[src/rtl/fetch_pkg.sv]
// Shared types and constants for the instruction fetch queue: FSM state
// encoding, queue entry layout and the default reset vector.
package fetch_pkg;

    typedef enum logic [1:0] {
        IDLE    = 2'd0,
        BUSY    = 2'd1,
        DISCARD = 2'd2
    } fetch_state_e;

    typedef struct packed {
        logic [31:0] pc;
        logic [31:0] word;
    } fetch_entry_t;

    localparam logic [31:0] DEFAULT_RESET_VECTOR = 32'h0000_0000;

    // Instruction addresses are word aligned; the low two bits are dropped.
    function automatic logic [31:0] word_align(input logic [31:0] addr);
        return {addr[31:2], 2'b00};
    endfunction

endpackage

[src/rtl/instruction_fifo.sv]
// Circular buffer of fetched {pc, word} entries with push, pop and a flush
// that empties the buffer in one edge and takes priority over push/pop.
module instruction_fifo
    import fetch_pkg::*;
#(
    parameter  int unsigned DEPTH = 4,
    localparam int unsigned PTR_W = $clog2(DEPTH),
    localparam int unsigned CNT_W = PTR_W + 1
) (
    input  logic             clk_i,
    input  logic             rst_ni,
    input  logic             flush_i,
    input  logic             push_i,
    input  fetch_entry_t     push_entry_i,
    input  logic             pop_i,
    output fetch_entry_t     head_o,
    output logic [CNT_W-1:0] count_o,
    output logic             full_o,
    output logic             empty_o
);

    fetch_entry_t     mem_q [DEPTH];
    logic [PTR_W-1:0] wr_ptr_q;
    logic [PTR_W-1:0] rd_ptr_q;
    logic [CNT_W-1:0] count_q;
    logic             do_push;
    logic             do_pop;

    assign full_o  = (count_q == CNT_W'(DEPTH));
    assign empty_o = (count_q == '0);
    assign count_o = count_q;
    assign head_o  = mem_q[rd_ptr_q];

    // A full buffer still takes a push when the head leaves on the same edge.
    assign do_pop  = pop_i && !empty_o;
    assign do_push = push_i && (!full_o || do_pop);

    always_ff @(posedge clk_i or negedge rst_ni) begin
        if (!rst_ni) begin
            wr_ptr_q <= '0;
            rd_ptr_q <= '0;
            count_q  <= '0;
        end else if (flush_i) begin
            wr_ptr_q <= '0;
            rd_ptr_q <= '0;
            count_q  <= '0;
        end else begin
            if (do_push) begin
                wr_ptr_q <= wr_ptr_q + PTR_W'(1);
            end
            if (do_pop) begin
                rd_ptr_q <= rd_ptr_q + PTR_W'(1);
            end
            unique case ({do_push, do_pop})
                2'b10:   count_q <= count_q + CNT_W'(1);
                2'b01:   count_q <= count_q - CNT_W'(1);
                default: count_q <= count_q;
            endcase
        end
    end

    // Storage is only read behind a non-zero count, so it needs no reset.
    always_ff @(posedge clk_i) begin
        if (do_push && !flush_i) begin
            mem_q[wr_ptr_q] <= push_entry_i;
        end
    end

endmodule

[src/rtl/fetch_queue.sv]
// Instruction prefetch front end: keeps one memory request in flight and
// fills a small queue of {pc, word} entries for the datapath.
module fetch_queue
    import fetch_pkg::*;
#(
    parameter int unsigned DEPTH        = 4,
    parameter logic [31:0] RESET_VECTOR = DEFAULT_RESET_VECTOR
) (
    input  logic        clock,
    input  logic        reset,
    output logic        imem_request,
    output logic [31:0] imem_address,
    input  logic        imem_accept,
    input  logic        imem_valid,
    input  logic [31:0] imem_data,
    input  logic        redirect,
    input  logic [31:0] redirect_target,
    output logic        instruction_valid,
    input  logic        instruction_ready,
    output logic [31:0] instruction,
    output logic [31:0] program_counter
);

    localparam int unsigned CNT_W = $clog2(DEPTH) + 1;

    fetch_state_e     state_q;
    fetch_state_e     state_d;
    logic [31:0]      fetch_ptr_q;
    logic [31:0]      fetch_ptr_d;
    logic [31:0]      req_pc_q;
    logic [31:0]      req_pc_d;
    logic             req_q;
    logic             req_d;

    logic             accept;
    logic             push;
    logic             pop;
    fetch_entry_t     push_entry;
    fetch_entry_t     head;
    logic [CNT_W-1:0] count;
    logic [CNT_W-1:0] count_next;
    logic             full;
    logic             empty;

    // The registered request is masked by redirect so a new fetch never
    // leaves in the same cycle as a flush.
    assign imem_request = req_q && !redirect;
    assign imem_address = fetch_ptr_q;
    assign accept       = imem_request && imem_accept;

    assign pop        = !empty && instruction_ready;
    assign push       = (state_q == BUSY) && imem_valid && !redirect;
    assign push_entry = '{pc: req_pc_q, word: imem_data};

    assign instruction_valid = !empty;
    assign instruction       = empty ? '0 : head.word;
    assign program_counter   = empty ? '0 : head.pc;

    instruction_fifo #(
        .DEPTH (DEPTH)
    ) u_fifo (
        .clk_i        (clock),
        .rst_ni       (reset),
        .flush_i      (redirect),
        .push_i       (push),
        .push_entry_i (push_entry),
        .pop_i        (pop),
        .head_o       (head),
        .count_o      (count),
        .full_o       (full),
        .empty_o      (empty)
    );

    // Occupancy after this edge, used to decide whether a slot can be
    // reserved for the next request.
    always_comb begin
        count_next = count;
        if (redirect) begin
            count_next = '0;
        end else if (push && !pop && !full) begin
            count_next = count + CNT_W'(1);
        end else if (pop && !push) begin
            count_next = count - CNT_W'(1);
        end
    end

    always_comb begin
        state_d     = state_q;
        fetch_ptr_d = fetch_ptr_q;
        req_pc_d    = req_pc_q;

        if (redirect) begin
            fetch_ptr_d = word_align(redirect_target);
        end else if (accept) begin
            fetch_ptr_d = fetch_ptr_q + 32'd4;
            req_pc_d    = fetch_ptr_q;
        end

        // A response arriving with a redirect is consumed either way, so the
        // next state only depends on whether one is still owed.
        unique case (state_q)
            IDLE: begin
                if (accept) begin
                    state_d = BUSY;
                end
            end
            BUSY: begin
                if (imem_valid) begin
                    state_d = IDLE;
                end else if (redirect) begin
                    state_d = DISCARD;
                end
            end
            DISCARD: begin
                if (imem_valid) begin
                    state_d = IDLE;
                end
            end
            default: state_d = IDLE;
        endcase

        req_d = (state_d == IDLE) && (count_next < CNT_W'(DEPTH));
    end

    always_ff @(posedge clock or negedge reset) begin
        if (!reset) begin
            state_q     <= IDLE;
            fetch_ptr_q <= RESET_VECTOR;
            req_pc_q    <= '0;
            req_q       <= 1'b0;
        end else begin
            state_q     <= state_d;
            fetch_ptr_q <= fetch_ptr_d;
            req_pc_q    <= req_pc_d;
            req_q       <= req_d;
        end
    end

endmodule

[config.mk]
export PLATFORM = sky130hd
export DESIGN_NAME = fetch_queue
export DESIGN_NICKNAME = d
export VERILOG_FILES = /design/src/rtl/fetch_pkg.sv /design/src/rtl/instruction_fifo.sv /design/src/rtl/fetch_queue.sv
export SDC_FILE = /design/constraint.sdc
export NUM_CORES = 1
export LEC_CHECK = 0
export ABC_AREA = 1
export BUFFER_PORTS_ARGS = -buffer_cell sky130_fd_sc_hd__buf_2
export CAP_MARGIN = 20
export CORE_MARGIN = 2
export CORE_UTILIZATION = 55
export DETAILED_ROUTE_END_ITERATION = 12
export GPL_ROUTABILITY_DRIVEN = 0
export PLACE_DENSITY = 0.74
export SETUP_SLACK_MARGIN = 0.1
export SLEW_MARGIN = 15
export SYNTH_ARGS = -nofsm -noshare
export SYNTH_HDL_FRONTEND = slang
export SYNTH_SLANG_ARGS = --single-unit
[constraint.sdc]
create_clock -name clock -period 4.32 [get_ports clock]
set_input_delay 0.216 -clock clock [delete_from_list [all_inputs] [get_ports clock]]
set_output_delay 0.216 -clock clock [all_outputs]
set_load 0.02 [all_outputs]
==> flow_summary.json <==
{
  "final.setup.tns_ns": 0,
  "powerDensity_nw_per_um2": 539,
  "num_vias": 9647,
  "clk_pin_slew_ns": 0.06,
  "yosys-top-cells-area": "edfxtp_1, dfrtp_1, nor2_1",
  "syn_avg_cell_area_sq_um": 10.9,
  "dp_slack_ns": 1.59,
  "netlist.top_cell.by_area": "edfxtp_1",
  "portBuffers": 161,
  "setup_violations": 0,
  "htreeDepth": 1,
  "worstPathArrival_ns": 2.97,
  "drive_gt1_share_pct": 17.6,
  "path_class": "reg2out",
  "track_usage_pct": 22.7,
  "period_minus_slack_ns": 3.18,
  "synth-edff-count": 248,
  "synth_flop_cell": "edfxtp_1",
  "syn_to_final_growth_pct": 19.5,
  "drt_iter0_drc": 863,
  "synth-seq-cells": 318,
  "fin_crit_sh_pct": 73.7,
  "cts_tree": "done",
  "synthCells": 1233,
  "peakVddDrop_uv": 355,
  "status": "finished, final reports clean",
  "clock_sinks": 318,
  "min_path_type": "in2reg",
  "n_antenna_cell": 0,
  "dp.cells": 1669,
  "rsz0062_at_grt": "false",
  "via_per_inst": 5.39,
  "grt_pass1_vias": 9064,
  "fin_skew_ns": 0.0114,
  "nets": 1521,
  "synthArstFlopShare_pct": 22.0,
  "dr.pass1.iters": 5,
  "yosys_warnings": 0,
  "ys_top_cells_by_count": "nor2_1, edfxtp_1, o21ai_0",
  "crit_required_ns": 4.10,
  "cp_max_fo": 96,
  "clkLatencyLatePin_ns": 0.56,
  "num_rows": 57,
  "cts_buffer_depth": 3,
  "core_sq_um": 24200,
  "wirelength_mm": 29.9,
  "antenna_found_initial": 0,
  "drc_errors": 0,
  "grt_pass1_wl_mm": 46.3,
  "die_y_um": 161,
  "post-synth-top-count-cell": "nor2_1",
  "p_leak_nw": 6.26,
  "grt_start_max_net_pins": 97,
  "slew_headroom_pct": 30.7,
  "slew_viol_final": 0,
  "hold_viol_final": 0,
  "dp_hpwl_mm": 17.4,
  "synth_area_sq_um": 13500,
  "end_kind": "primary output",
  "ys_seq_area_share_pct": 68.2,
  "postRouteAntennaNets": 0,
  "cts_buffers": 31,
  "fmax_mhz": 314,
  "stdcell_count": 1790,
  "ys_types": 36,
  "die_w_um": 161,
  "dieArea_sq_um": 25800,
  "cts_resized": 0,
  "synth_top_area_share_pct": 55.2,
  "initial_core_util_pct": 55.8,
  "wl_per_cell_um": 16.7,
  "startpoint_type": "register",
  "maxCapViolCount": 0,
  "ioPinCount": 168,
  "worstMarginPinSlew_ns": 1.04,
  "finalWorstSetupSlack_ns": 1.14,
  "cts.root.buffer_cell": "clkbuf_16",
  "grt.overflow.total": 0
}
metrics by stage:
stage,instance area [sq um],utilization [%],hold WS [ns],total power [mW]
after floorplan,13500,-,-0.0796,5.44
after global placement,14500,60.1,0.230,6.17
after detailed placement,14500,60.1,0.233,6.22
after CTS,16100,66.6,0.0437,8.72
after global routing,16100,66.7,0.0832,9.10
final,16100,66.7,0.0694,8.69
state kept, by name, indices dropped and copies added, names as in the netlist:
name	count
u_fifo.rd_ptr_q	2
u_fifo.count_o	3
imem_address	30
req_pc_q	30
u_fifo.mem_q	248
u_fifo.wr_ptr_q	2
state_q	2
req_q	1
cells by family (layout without fill, tap and decap cells):
group,count (synthesis),in the layout,synth area share [%]
AO/OA/AOI/OAI,269,269,11.2
XOR/XNOR,5,5,0.325
adder cells (fa/ha/maj),8,8,0.742
buffers and inverters,132,362,4.38
flip-flops,318,318,68.2
other,1,4,0.0278
AND/OR/NAND/NOR,500,500,15.1
cell type report:
class | instances | area (sq um)
clock buffer | 35 | 791
clock inverter | 21 | 139
sequential | 318 | 9200
timing repair buffer | 242 | 1600
fill | 1786 | 8060
multi-input combinational | 786 | 3730
inverter | 64 | 245
tap | 324 | 405
critical path, stage by stage (launching register included):
cell     delay, ns
dfrtp_4       0.65
buf_4         0.83
nor2_1        0.12
nor2_1        0.12
o21ai_0       0.09
a21oi_1       0.34
buf_2         0.24
power by group:
group	internal [mW]	switching [mW]
registers	3.69	0.343
logic	0.688	1.51
clock network	1.37	1.09
path summary, 6_finish.rpt:
check                                    from                  end  slack (ns)  cells after the start
max                        u_fifo.rd_ptr_q[0]  program_counter[29]        1.14                      6
min                         instruction_ready    u_fifo.count_o[2]        0.07                      4
max reg2reg                        state_q[1]  u_fifo.mem_q[1][21]        1.78                      6
min reg2reg                       req_pc_q[6]  u_fifo.mem_q[2][38]        0.52                      0
max in group asynchronous               reset   u_fifo.rd_ptr_q[0]        3.38                      3
min in group asynchronous               reset      imem_address[4]        0.18                      2
routing by layer:
metal | up-vias | part of all wire [%] | GRT usage [%]
met5 | - | 0 | 0
met4 | 0 | 2.9 | 7.58
met3 | 61 | 6.1 | 3.15
met2 | 336 | 47 | 37.3
met1 | 4587 | 44 | 31.6
li1 | 4663 | - | -
layout by cell type, fill, tap and decap left out, drive strengths merged:
cell,Yosys,routed
clkinvlp,0,3
xnor2,2,2
xor2,3,3
clkinv,0,17
inv,64,64
nand4,7,7
a21oi,68,68
ha,8,8
o22ai,1,1
o21ai,164,164
nand3,50,50
nor2,310,310
dlygate4sd3,0,64
edfxtp,248,248
or2,1,1
dfrtp,70,70
nor3,3,3
conb,1,4
clkbuf,32,35
a22oi,23,23
o221ai,2,2
buf,36,178
nand2,129,129
o211ai,10,10
bufinv,0,1
o21a,1,1
repair_timing:
item / in CTS / in global routing
endpoints found under the hold margin: 182 / 0
setup buffers: 0 / 0
hold buffers: 64 / 0
Note: power is estimated with default switching activity, not from simulation.
